$ cat src/rtl/mem_arbiter.sv
// mem_arbiter: shares one multi-cycle memory port between fetch and load/store.
// Ports: if* fetch side, d* data side, mem* memory side, busy_o in-flight flag.
module mem_arbiter #(
  parameter int BITNESS = 32,
  parameter int LATENCY = 2
) (
  input  logic               clk_i,
  input  logic               rst_i,
  input  logic               ifReq_i,
  input  logic [BITNESS-1:0] ifAddr_i,
  output logic               ifGnt_o,
  output logic               ifRvalid_o,
  output logic [BITNESS-1:0] ifRdata_o,
  input  logic               dReq_i,
  input  logic               dWe_i,
  input  logic [BITNESS-1:0] dAddr_i,
  input  logic [BITNESS-1:0] dWdata_i,
  input  logic [2:0]         dCtrl_i,
  output logic               dGnt_o,
  output logic               dRvalid_o,
  output logic [BITNESS-1:0] dRdata_o,
  output logic [BITNESS-1:0] memAddr_o,
  output logic               memWe_o,
  output logic [BITNESS-1:0] memWdata_o,
  output logic [2:0]         memCtrl_o,
  input  logic [BITNESS-1:0] memRdata_i,
  output logic               busy_o
);

  if (LATENCY < 1 || LATENCY > 15) begin : g_bad_latency
    $error("mem_arbiter: LATENCY must be in 1..15");
  end

  typedef enum logic {
    IDLE,
    BUSY
  } state_e;

  localparam logic OWN_IF = 1'b0;
  localparam logic OWN_D  = 1'b1;
  localparam logic [3:0] LAT4 = 4'(LATENCY);

  state_e             state_q, state_d;
  logic [3:0]         cnt_q, cnt_d;
  logic               last_q, last_d;
  logic               owner_q, owner_d;
  logic               store_q, store_d;
  logic [BITNESS-1:0] addr_q, addr_d;
  logic               we_q, we_d;
  logic [BITNESS-1:0] wdata_q, wdata_d;
  logic [2:0]         ctrl_q, ctrl_d;
  logic               if_rv_q, if_rv_d;
  logic               d_rv_q, d_rv_d;
  logic [BITNESS-1:0] if_rd_q, if_rd_d;
  logic [BITNESS-1:0] d_rd_q, d_rd_d;
  logic               if_gnt, d_gnt;

  always_comb begin
    state_d = state_q;
    cnt_d   = cnt_q;
    last_d  = last_q;
    owner_d = owner_q;
    store_d = store_q;
    addr_d  = addr_q;
    we_d    = we_q;
    wdata_d = wdata_q;
    ctrl_d  = ctrl_q;
    if_rd_d = if_rd_q;
    d_rd_d  = d_rd_q;
    if_rv_d = 1'b0;
    d_rv_d  = 1'b0;
    if_gnt  = 1'b0;
    d_gnt   = 1'b0;
    unique case (state_q)
      IDLE: begin
        // On a tie, the port that did not win last time wins now.
        if (!rst_i) begin
          if_gnt = ifReq_i & (~dReq_i | (last_q == OWN_D));
          d_gnt  = dReq_i & (~ifReq_i | (last_q == OWN_IF));
        end
        if (if_gnt) begin
          state_d = BUSY;
          cnt_d   = LAT4;
          last_d  = OWN_IF;
          owner_d = OWN_IF;
          store_d = 1'b0;
          addr_d  = ifAddr_i;
          we_d    = 1'b0;
          wdata_d = '0;
          ctrl_d  = 3'b010;
        end else if (d_gnt) begin
          state_d = BUSY;
          cnt_d   = dWe_i ? 4'd1 : LAT4;
          last_d  = OWN_D;
          owner_d = OWN_D;
          store_d = dWe_i;
          addr_d  = dAddr_i;
          we_d    = dWe_i;
          wdata_d = dWdata_i;
          ctrl_d  = dCtrl_i;
        end
      end
      BUSY: begin
        cnt_d = cnt_q - 4'd1;
        // Counter hits zero on this edge: finish the transaction.
        if (cnt_q == 4'd1) begin
          state_d = IDLE;
          we_d    = 1'b0;
          if (owner_q == OWN_IF) begin
            if_rv_d = 1'b1;
            if_rd_d = memRdata_i;
          end else begin
            d_rv_d = 1'b1;
            d_rd_d = store_q ? '0 : memRdata_i;
          end
        end
      end
      default: state_d = IDLE;
    endcase
  end

  always_ff @(posedge clk_i or posedge rst_i) begin
    if (rst_i) begin
      state_q <= IDLE;
      cnt_q   <= '0;
      last_q  <= OWN_IF;
      owner_q <= OWN_IF;
      store_q <= 1'b0;
      addr_q  <= '0;
      we_q    <= 1'b0;
      wdata_q <= '0;
      ctrl_q  <= '0;
      if_rv_q <= 1'b0;
      d_rv_q  <= 1'b0;
      if_rd_q <= '0;
      d_rd_q  <= '0;
    end else begin
      state_q <= state_d;
      cnt_q   <= cnt_d;
      last_q  <= last_d;
      owner_q <= owner_d;
      store_q <= store_d;
      addr_q  <= addr_d;
      we_q    <= we_d;
      wdata_q <= wdata_d;
      ctrl_q  <= ctrl_d;
      if_rv_q <= if_rv_d;
      d_rv_q  <= d_rv_d;
      if_rd_q <= if_rd_d;
      d_rd_q  <= d_rd_d;
    end
  end

  assign ifGnt_o    = if_gnt;
  assign dGnt_o     = d_gnt;
  assign ifRvalid_o = if_rv_q;
  assign dRvalid_o  = d_rv_q;
  assign ifRdata_o  = if_rd_q;
  assign dRdata_o   = d_rd_q;
  assign memAddr_o  = addr_q;
  assign memWe_o    = we_q;
  assign memWdata_o = wdata_q;
  assign memCtrl_o  = ctrl_q;
  assign busy_o     = (state_q == BUSY);

endmodule

$ cat config.mk
export PLATFORM = sky130hd
export DESIGN_NAME = mem_arbiter
export DESIGN_NICKNAME = d
export VERILOG_FILES = /design/src/rtl/mem_arbiter.sv
export SDC_FILE = /design/constraint.sdc
export NUM_CORES = 1
export LEC_CHECK = 0
export ABC_AREA = 1
export BUFFER_PORTS_ARGS = -buffer_cell sky130_fd_sc_hd__buf_4
export CORE_MARGIN = 2
export CORE_UTILIZATION = 40
export DETAILED_ROUTE_END_ITERATION = 8
export GPL_ROUTABILITY_DRIVEN = 1
export PLACE_DENSITY = 0.75
export SYNTH_ARGS = -nofsm -noshare
export SYNTH_HDL_FRONTEND = slang
export SYNTH_SLANG_ARGS = --single-unit
$ cat constraint.sdc
create_clock -name clk_i -period 7.7 [get_ports clk_i]
set_clock_uncertainty 0.2 [all_clocks]
set_input_delay 1.155 -clock clk_i [delete_from_list [all_inputs] [get_ports clk_i]]
set_output_delay 1.155 -clock clk_i [all_outputs]
set_load 0.02 [all_outputs]
==> results.md <==
- Worst Path Max Fanout: 85
- Final ANT Viol Nets: 0
- Worst endpoint data arrival time: 3.23 ns
- Top-area cell type share of the netlist area: 57.3%
- Area post-placement: 8240 sq um
- DR vias/cell: 4.74
- Post-synth top area cell: dfrtp_1
- Vias in the first global route: 5,287
- Clock buffer depth: 2
- Synth Area in Adders: less than 1%
- First-pass GRT wire length: 26,800 um
- RePlAce Congestion: roughly 0.87
- Fill count: 1,419
- PwrDens: 432 nW/um^2
- Post-Syn Nets: around 900
- Worst-Margin Slew: 1.23 ns
- Mux cell area share after synthesis: 0%
- Routed wire length: 17,000 um
- CTS hold repair buffers: 0
- Post-Synthesis Cell Area: 6160 sq um
- Pre-Repair DR Iteration Count: 5
- Mean post-synth cell area: 8.11 sq um
- Hold Fails Final Rpt: 0
- MaxCap Viol Count: 0
- Crit-path max cell delay: 0.66 ns
- Fin Hold WS: 0.268 ns
- Ant. Diodes: 0
- Static Leak: 5.07 nW
- Yosys warnings: 0
- Root Driver: clkbuf_16
- Largest family of logic cells by synthesized area: simple AND/OR/NAND/NOR gates
- Area growth syn-to-layout: 43.7%
- Most common cell in the netlist: nand2_1
- Pre-CTS setup slack: 3.03 ns
- Seq cells post-synth: 141
- Top cells by count, synth: nand2_1 (340), dfrtp_1 (141), nand3_1 (99)
- Gr ovfl total: 0
- Cells along the critical path: buf_4 > inv_6 > o21ai_1 > nor2_4 > nand2_1 > inv_1 > buf_4
- Worst Path Buf+Inv: 4
- Crit path capture type: output pin
- Status: complete, no violations
- Power Total: 3.82 mW
- Post-CTS setup buffers: 0
- Synth Area in Compound Gates: 3.25%
- Synth Area in Simple Gates: 30.6%
- Sequential area share after synthesis: 57.3%
- Clock Power Share: 21.8%
- Die area: 16,400 sq um
- Peak VDD IR: between 200 and 250 uV
- Antenna violations before repair: 0
- Sw Share: 40.3%
- Tcrit/Tclk final: 59.6%
- Predominant post-synthesis flop cell: dfrtp_1
- WL per Instance: 14.1 um
- H-tree levels: 4
- Post-Synth XOR/XNOR Area: 0.142%
- Final slew viol count: 0
- CP delay by family, top: buffers and inverters
- Top cell by count, worst path: buf_4
- Row count: 45
- CP Data Required Time: 6.34 ns
- Slew HR: roughly 18%
- DR DRC count: 0
- Worst setup margin: 3.11 ns
- Fmax: 218 MHz
- CP max-delay cell: nor2_4
- Synth Instances: approximately 760
- Critical path class: input port to output pin
- Clock Latency Late Sink: 0.41 ns
- Inst Count DP: between 1,000 and 1,500
- PortBufs: 272
- Post-layout min period: 4.59 ns
- GRT Total Usage: 20.8%
- Vias: 5,743
- Die width: 128 um
- Synth cell types: 24
- Post-CTS sizing: 0
- Clock Sinks: between 100 and 150
- Share of layout cells above drive strength 1: 31.4%
- Core Footprint: 15,100 sq um
- Setup TNS Final: 0 ns
- DRT iter0 DRCs: approximately 280
- Synth top area cells: dfrtp_1 (57%), nand2_1 (21%), nand3_1 (8.0%)
- Design area: 8850 sq um
- Core Util, Final: about 60%
- Crit path launch type: input port
- Internal power: 2.28 mW
- RSZ-0062 raised after global routing: false
- DP HPWL: 11,700 um
- Hold Path Class: flop to flop
- Final setup vio count: 0
- CTS tree: done
- I/O pins: about 270
- Post-synth EDFFs: 0
- FFs w/ async S/R, synth: 100%
- Nets@finish: 1,148
- Initial Utilization: about two fifths
- Non-Filler Instances: 1,211
- CTS Buf Count: 17
- Sequential Power Share: between 30% and 40%
- Chip Height: ~130 um
- Largest net degree at the start of global routing: 105
- Combinational Power Share: 43.5%
- P_sw: around 1.5 mW
- CTS clk-pin slew, worst paths: 0.06 ns
==> power groups by stage <==
stage	clock network (mW)	logic [mW]	registers, mW
floorplan	0	0.524	1.72
global placement	0	1.66	1.33
detailed placement	0	1.69	1.33
CTS	0.852	1.69	1.33
global route	0.886	1.82	1.37
finish	0.835	1.66	1.33
==> placed cells by master, fill, tap and decap left out, types with 2 or more instances in the layout <==
| cell type | Yosys | layout |
|---|---|---|
| a21oi_1 | 2 | 2 |
| buf_4 | 9 | 275 |
| bufinv_16 | 0 | 2 |
| clkbuf_16 | 0 | 17 |
| clkbuf_8 | 0 | 2 |
| clkinv_4 | 0 | 4 |
| clkinvlp_4 | 0 | 3 |
| dfrtp_1 | 141 | 141 |
| ha_1 | 2 | 2 |
| inv_1 | 70 | 70 |
| inv_2 | 5 | 4 |
| inv_6 | 0 | 4 |
| nand2_1 | 340 | 339 |
| nand2_2 | 2 | 2 |
| nand3_1 | 99 | 99 |
| nor2_1 | 7 | 7 |
| nor2_4 | 3 | 3 |
| o21ai_0 | 4 | 4 |
| o21ai_1 | 34 | 34 |
==> area by class of cell <==
cell class                 count  area, sq um  share of cell area [%]
multi-input combinational    500         2130                    24.0
timing repair buffer         275         2060                    23.3
sequential                   141         3530                    39.9
clock buffer                  19          453                    5.12
clock inverter                13          155                    1.75
inverter                      75          287                    3.24
tap                          188          235                    2.66
==> registers in the layout, indices dropped and copies added (netlist names), 3 cells and up <==
| register | cells |
|---|---|
| memAddr_o | 32 |
| cnt_q | 4 |
| memWdata_o | 32 |
| dRdata_o | 32 |
| memCtrl_o | 3 |
| ifRdata_o | 32 |
==> tightest hold or removal path, stage by stage, from the launching register on <==
cell	delay, ns
dfrtp_1	0.34
nand2_1	0.05
nand2_1	0.05
==> kinds of logic (layout without fill, tap and decap cells) <==
kind of cell	count (synthesis)	after routing
buf+inv	118	382
xor+xnor	1	1
compound gates	40	40
flops	141	141
simple gates	457	457
fa+ha+maj	2	2
==> final timing paths <==
check	startpoint	endpoint	slack [ns]	cells past startpoint
setup / recovery	rst_i	dGnt_o	3.11	7
max in group asynchronous	rst_i	ifRdata_o[4]	5.34	3
hold / removal	ifRdata_o[17]	ifRdata_o[17]	0.27	2
hold reg to reg	ifRdata_o[17]	ifRdata_o[17]	0.27	2
setup reg to reg	busy_o	dRdata_o[7]	5.16	5
min in group asynchronous	rst_i	memAddr_o[3]	0.69	2
==> routing by layer <==
layer	up-vias	track usage [%]	wire, um
met4	0	5.75	284
met3	23	6.93	1500
met5	-	0	0
met1	2622	27.4	7220
met2	253	33.1	8030
li1	2845	-	-
No activity file was read; power rests on OpenSTA's default activity.
